## config.mk

```make
export PLATFORM = sky130hd
export DESIGN_NAME = spi_responder
export DESIGN_NICKNAME = d
export VERILOG_FILES = /design/src/rtl/spi_responder.sv
export SDC_FILE = /design/constraint.sdc
export NUM_CORES = 1
export LEC_CHECK = 0
export CORE_MARGIN = 5
export CORE_UTILIZATION = 53
export DETAILED_ROUTE_END_ITERATION = 8
export GPL_ROUTABILITY_DRIVEN = 0
export PLACE_DENSITY = 0.78
export SLEW_MARGIN = 20
export SYNTH_ARGS = -nofsm -noshare
export SYNTH_HDL_FRONTEND = slang
export SYNTH_SLANG_ARGS = --single-unit
```

## constraint.sdc

```tcl
create_clock -name clk -period 3.7 [get_ports clk]
set_input_delay 0.37 -clock clk [delete_from_list [all_inputs] [get_ports clk]]
set_output_delay 0.37 -clock clk [all_outputs]
set_load 0.02 [all_outputs]
```

## src/rtl/spi_responder.sv

```systemverilog
// SPI mode-0 slave, MSB first: oversamples the SPI pins in the clk domain,
// captures one WIDTH-bit word per frame and shifts a preloaded word out on miso.
module spi_responder #(
  parameter int WIDTH       = 24,
  parameter int SYNC_STAGES = 2
) (
  input  logic             clk,
  input  logic             rst,
  input  logic             sclk,
  input  logic             mosi,
  input  logic             sen,
  output logic             miso,
  input  logic [WIDTH-1:0] tx_data,
  output logic             tx_ack,
  output logic [WIDTH-1:0] rx_data,
  output logic             rx_valid,
  output logic             rx_error,
  output logic             busy
);
  localparam int CW = $clog2(WIDTH + 2);

  typedef enum logic [1:0] {IDLE_UNARMED, IDLE, ACTIVE} state_t;

  state_t state, state_nxt;

  logic [SYNC_STAGES-1:0] sclk_sync, mosi_sync, sen_sync;
  logic                   sclk_d, sen_d;
  logic [SYNC_STAGES:0]   arm_pipe;
  logic [WIDTH-1:0]       shift_in, shift_out;
  logic [CW-1:0]          bit_cnt;

  logic sclk_s, mosi_s, sen_s;
  logic sclk_rise, sclk_fall, sen_rise, sen_fall, armed;

  assign sclk_s    = sclk_sync[SYNC_STAGES-1];
  assign mosi_s    = mosi_sync[SYNC_STAGES-1];
  assign sen_s     = sen_sync[SYNC_STAGES-1];
  assign sclk_rise = sclk_s & ~sclk_d;
  assign sclk_fall = ~sclk_s & sclk_d;
  assign sen_rise  = sen_s & ~sen_d;
  assign sen_fall  = ~sen_s & sen_d;
  // The sen chain resets to 1, so the real pin level is only trusted once it
  // has propagated through the whole chain; otherwise a frame in progress at
  // reset release would show up as a fresh sen fall.
  assign armed     = arm_pipe[SYNC_STAGES];

  always_ff @(posedge clk or posedge rst) begin
    if (rst) begin
      sclk_sync <= '0;
      mosi_sync <= '0;
      sen_sync  <= '1;
      sclk_d    <= 1'b0;
      sen_d     <= 1'b1;
      arm_pipe  <= '0;
    end else begin
      sclk_sync <= {sclk_sync[SYNC_STAGES-2:0], sclk};
      mosi_sync <= {mosi_sync[SYNC_STAGES-2:0], mosi};
      sen_sync  <= {sen_sync[SYNC_STAGES-2:0], sen};
      sclk_d    <= sclk_s;
      sen_d     <= sen_s;
      arm_pipe  <= {arm_pipe[SYNC_STAGES-1:0], 1'b1};
    end
  end

  always_ff @(posedge clk or posedge rst) begin
    if (rst) state <= IDLE_UNARMED;
    else     state <= state_nxt;
  end

  always_comb begin
    state_nxt = state;
    case (state)
      IDLE_UNARMED: if (armed && sen_s) state_nxt = IDLE;
      IDLE:         if (sen_fall)       state_nxt = ACTIVE;
      ACTIVE:       if (sen_rise)       state_nxt = IDLE;
      default:                          state_nxt = IDLE_UNARMED;
    endcase
  end

  always_comb begin
    busy = (state == ACTIVE);
    miso = busy & shift_out[WIDTH-1];
  end

  always_ff @(posedge clk or posedge rst) begin
    if (rst) begin
      shift_in  <= '0;
      shift_out <= '0;
      bit_cnt   <= '0;
      rx_data   <= '0;
      rx_valid  <= 1'b0;
      rx_error  <= 1'b0;
      tx_ack    <= 1'b0;
    end else begin
      rx_valid <= 1'b0;
      rx_error <= 1'b0;
      tx_ack   <= 1'b0;
      case (state)
        IDLE: begin
          bit_cnt <= '0;
          if (sen_fall) begin
            shift_out <= tx_data;
            tx_ack    <= 1'b1;
          end
        end
        ACTIVE: begin
          // Frame end wins over a coincident sclk rise: the count stands.
          if (sen_rise) begin
            if (bit_cnt == CW'(WIDTH)) begin
              rx_data  <= shift_in;
              rx_valid <= 1'b1;
            end else begin
              rx_error <= 1'b1;
            end
          end else begin
            if (sclk_rise) begin
              shift_in <= {shift_in[WIDTH-2:0], mosi_s};
              if (bit_cnt != CW'(WIDTH + 1)) bit_cnt <= bit_cnt + CW'(1);
            end
            if (sclk_fall) shift_out <= {shift_out[WIDTH-2:0], 1'b0};
          end
        end
        default: bit_cnt <= '0;
      endcase
    end
  end
endmodule

```

==> impl_results.rst <==
.. list-table::
   :header-rows: 1

   * - Metric
     - Value
   * - Post-cts sizing count
     - 0
   * - Die area
     - 9080 µm²
   * - Starting density of the core
     - 0.537
   * - Total overflow reported by the global router
     - 0
   * - Detailed Routing Iterations Pass 1
     - 4
   * - Global-route usage over all layers
     - 0.154
   * - Synthesized Nets
     - 281
   * - First-pass GRT wire length
     - 10800 µm
   * - Final core utilization
     - 0.656
   * - Post-Synthesis Cells
     - 249
   * - Transition time of the tightest slew-check pin
     - 809 ps
   * - Num rows
     - 31
   * - Width of the die
     - 95.3 µm
   * - Remaining routing DRC violations
     - 0
   * - Worst skew pair latency
     - 360 ps
   * - Top-level I/O count
     - 58
   * - Share of synthesized area occupied by flip-flops and latches
     - 0.604
   * - Deepest clock path buffer count
     - 2
   * - Fin worst setup slack
     - 1090 ps
   * - Clk slew on worst S/H paths
     - 100 ps
   * - CP Class
     - reg2out
   * - Total of buffers placed on input and output ports
     - 57
   * - Detailed Route Iter0 Violations
     - 94
   * - Cell variety after synth
     - 34
   * - Start point of the critical path
     - state[0]$_DFFE_PP0P_
   * - Total of flip-flops plus latches after synthesis
     - 93
   * - Number of vias per cell after detailed routing
     - 5.18
   * - Sequential cell area
     - 2330 µm²
   * - Vias in the first global route
     - 2248
   * - DRT Wirelength
     - 6290 µm
   * - Worst Hold Depth
     - 0
   * - Filler instances
     - 559
   * - Total power after layout
     - 2300 µW
   * - Setup repair after global routing missed its margin
     - no
   * - CTS H-tree depth
     - 3
   * - Critical register-to-register path startpoint
     - sen_d$_DFF_PP1_
   * - Root buffer selected by CTS
     - sky130_fd_sc_hd__clkbuf_8
   * - Buffers inserted by post-CTS timing repair
     - 0
   * - Layout Cell Area excl Fill
     - 4700 µm²
   * - Time the final worst path needs with I/O delays and setup
     - 2610 ps
   * - Largest fanout on the critical path
     - 12
   * - Max Clock Skew
     - 12.4 ps
   * - R2R cell count
     - 4
   * - Main synth FF type
     - sky130_fd_sc_hd__dfrtp_1
   * - HP Start
     - mosi_sync[0]$_DFF_PP0_
   * - Post-DP HPWL
     - 4010 µm
   * - Max-Slew Margin vs Limit
     - 0.461
   * - Multi-input gate area in the final layout
     - 1420 µm²
   * - P per Cell Area
     - 488 nW/µm²
   * - Area growth from synthesis to layout
     - 22.0%
   * - Number of enable flip-flop cells after synthesis
     - 0
   * - Final hold vios
     - 0
   * - Endpoint class of the critical path
     - output port
   * - Layout cell share with drive strength beyond 1
     - 0.357
   * - Clock tree from TritonCTS
     - yes
   * - Critical path startpoint category
     - flop
   * - Placeable core area
     - 7180 µm²
   * - Count of maximum capacitance violations
     - 0
   * - Final Max Slew Viols
     - 0
   * - CTS buffer count
     - 9
   * - # setup viols final
     - 0
   * - Sum of negative setup slack
     - 0 ps
   * - Nets
     - 341
   * - # hold bufs at CTS
     - 0
   * - Worst path required time
     - 3330 ps
   * - Die Span Y
     - 95.3 µm
   * - Remaining antenna violation count after routing
     - 0
   * - Count of antenna diodes in the layout
     - 0
   * - VDD IR max
     - 0.000334 V
   * - Crit share post-route
     - 0.707
   * - Initial antenna violation count
     - 0
   * - Leakage dissipation
     - 0.00218 µW
   * - Routed wirelength normalized by instance count
     - 15.2 µm
   * - Largest net degree at the start of global routing
     - 94
   * - Mean instance size in the synthesized netlist
     - 15.5 µm²
   * - Vias after detailed routing
     - 2140
   * - Yosys warning count
     - 0
   * - Cell area after synthesis
     - 3860 µm²
   * - Total cell area at the placement stage
     - 4510 µm²
   * - Worst hold path type
     - reg2reg
   * - Number of sinks driven by the clock tree
     - 93
   * - FFs w/ async S/R, synth
     - 1.00
   * - Worst-case setup slack after placement
     - 1490 ps
   * - Run status
     - finished, final reports clean
   * - Data arrival time of the critical path
     - 2240 ps
   * - Fmax
     - 382 MHz
where the power goes:
group / switching [µW] / leakage (µW) / internal (µW)
clock: 374 / 0.0000965 / 276
sequential: 80.7 / 0.00122 / 1180
combinational: 144 / 0.000863 / 245
total: 599 / 0.00218 / 1700
per-layer routing:
layer | GRT usage | up-vias | routed length, µm
met5 | 0 | - | 0
met4 | 0.0841 | 0 | 145
met3 | 0.0292 | 11 | 195
met2 | 0.234 | 37 | 3040
met1 | 0.208 | 1085 | 2910
li1 | - | 1007 | -
per-stage QoR:
stage / std cells / hold WS, ps
6_report: 413 / 344
3_3_place_gp: 397 / 332
4_1_cts: 413 / 352
5_1_grt: 413 / 362
2_1_floorplan: 249 / 331
3_5_place_dp: 397 / 336
cell families after synthesis:
family	Yosys count	synth area share
AOI/OAI and AO/OA	12	0.0260
adders and majority gates	3	0.00973
buffers and inverters	20	0.0289
DFF	93	0.604
muxes	96	0.288
other	1	0.000972
and+or+nand+nor	24	0.0415
sequential cells by signal, summed over array words and instances (netlist names):
register,count
state,2
rx_data,24
sclk_sync,2
shift_in,24
sclk_d,1
shift_out,24
sen_sync,2
rx_valid,1
bit_cnt,5
rx_error,1
tx_ack,1
mosi_sync,2
sen_d,1
arm_pipe,3
worst max-delay path, cell delays in order (launching register included):
cell and delay [ps]:
sky130_fd_sc_hd__dfrtp_1 390, sky130_fd_sc_hd__nand2b_1 330, sky130_fd_sc_hd__inv_1 390, sky130_fd_sc_hd__and2_1 180, sky130_fd_sc_hd__clkdlybuf4s50_1 600
synth_stat cells, types with 2 or more instances:
cell type | instances | area [µm²]
sky130_fd_sc_hd__a21oi_1 | 3 | 15.0
sky130_fd_sc_hd__buf_2 | 2 | 10.0
sky130_fd_sc_hd__buf_4 | 3 | 22.5
sky130_fd_sc_hd__buf_6 | 3 | 33.8
sky130_fd_sc_hd__clkbuf_1 | 4 | 15.0
sky130_fd_sc_hd__dfrtp_1 | 90 | 2250
sky130_fd_sc_hd__dfstp_2 | 3 | 78.8
sky130_fd_sc_hd__ha_1 | 3 | 37.5
sky130_fd_sc_hd__inv_1 | 8 | 30.0
sky130_fd_sc_hd__mux2_1 | 8 | 90.1
sky130_fd_sc_hd__mux2_2 | 77 | 867
sky130_fd_sc_hd__mux2_4 | 9 | 135
sky130_fd_sc_hd__mux2i_1 | 2 | 20.0
sky130_fd_sc_hd__nand2_1 | 3 | 11.3
sky130_fd_sc_hd__nand2b_1 | 5 | 31.3
sky130_fd_sc_hd__nand3_1 | 2 | 10.0
sky130_fd_sc_hd__nand4_1 | 3 | 18.8
sky130_fd_sc_hd__nand4b_1 | 2 | 17.5
sky130_fd_sc_hd__o31ai_1 | 4 | 30.0
cell usage in the layout, fill, tap and decap left out, types with 2 or more instances in the layout:
cell and instances:
sky130_fd_sc_hd__ha_1 3, sky130_fd_sc_hd__nand2b_1 5, sky130_fd_sc_hd__clkinv_4 3, sky130_fd_sc_hd__nand4b_1 2, sky130_fd_sc_hd__clkbuf_8 10, sky130_fd_sc_hd__nand4_1 3, sky130_fd_sc_hd__clkdlybuf4s50_1 57, sky130_fd_sc_hd__mux2_4 9
sky130_fd_sc_hd__mux2_1 8, sky130_fd_sc_hd__mux2_2 77, sky130_fd_sc_hd__dfrtp_1 90, sky130_fd_sc_hd__inv_8 2, sky130_fd_sc_hd__inv_1 7, sky130_fd_sc_hd__nand3_1 2, sky130_fd_sc_hd__mux2i_1 2, sky130_fd_sc_hd__a21oi_1 3
sky130_fd_sc_hd__o31ai_1 4, sky130_fd_sc_hd__dfstp_2 3, sky130_fd_sc_hd__buf_4 4, sky130_fd_sc_hd__nand2_1 3
path summary, 6_finish.rpt:
check,end,slack (ps)
setup reg to reg,shift_out[22]$_DFFE_PP0P_,1620
hold / removal,mosi_sync[1]$_DFF_PP0_,340
hold reg to reg,mosi_sync[1]$_DFF_PP0_,340
min in group asynchronous,rx_data[21]$_DFFE_PP0P_,560
max in group asynchronous,shift_in[10]$_DFFE_PP0P_,2600
setup / recovery,miso,1090
area by class of cell:
cell class | count | share of cell area
Tap cell | 99 | 0.0263
Sequential cell | 93 | 0.495
Multi-Input combinational cell | 136 | 0.302
Clock buffer | 10 | 0.0293
Timing Repair Buffer | 61 | 0.128
Clock inverter | 6 | 0.0120
Inverter | 8 | 0.00745
(Power assumes the default switching activity.)
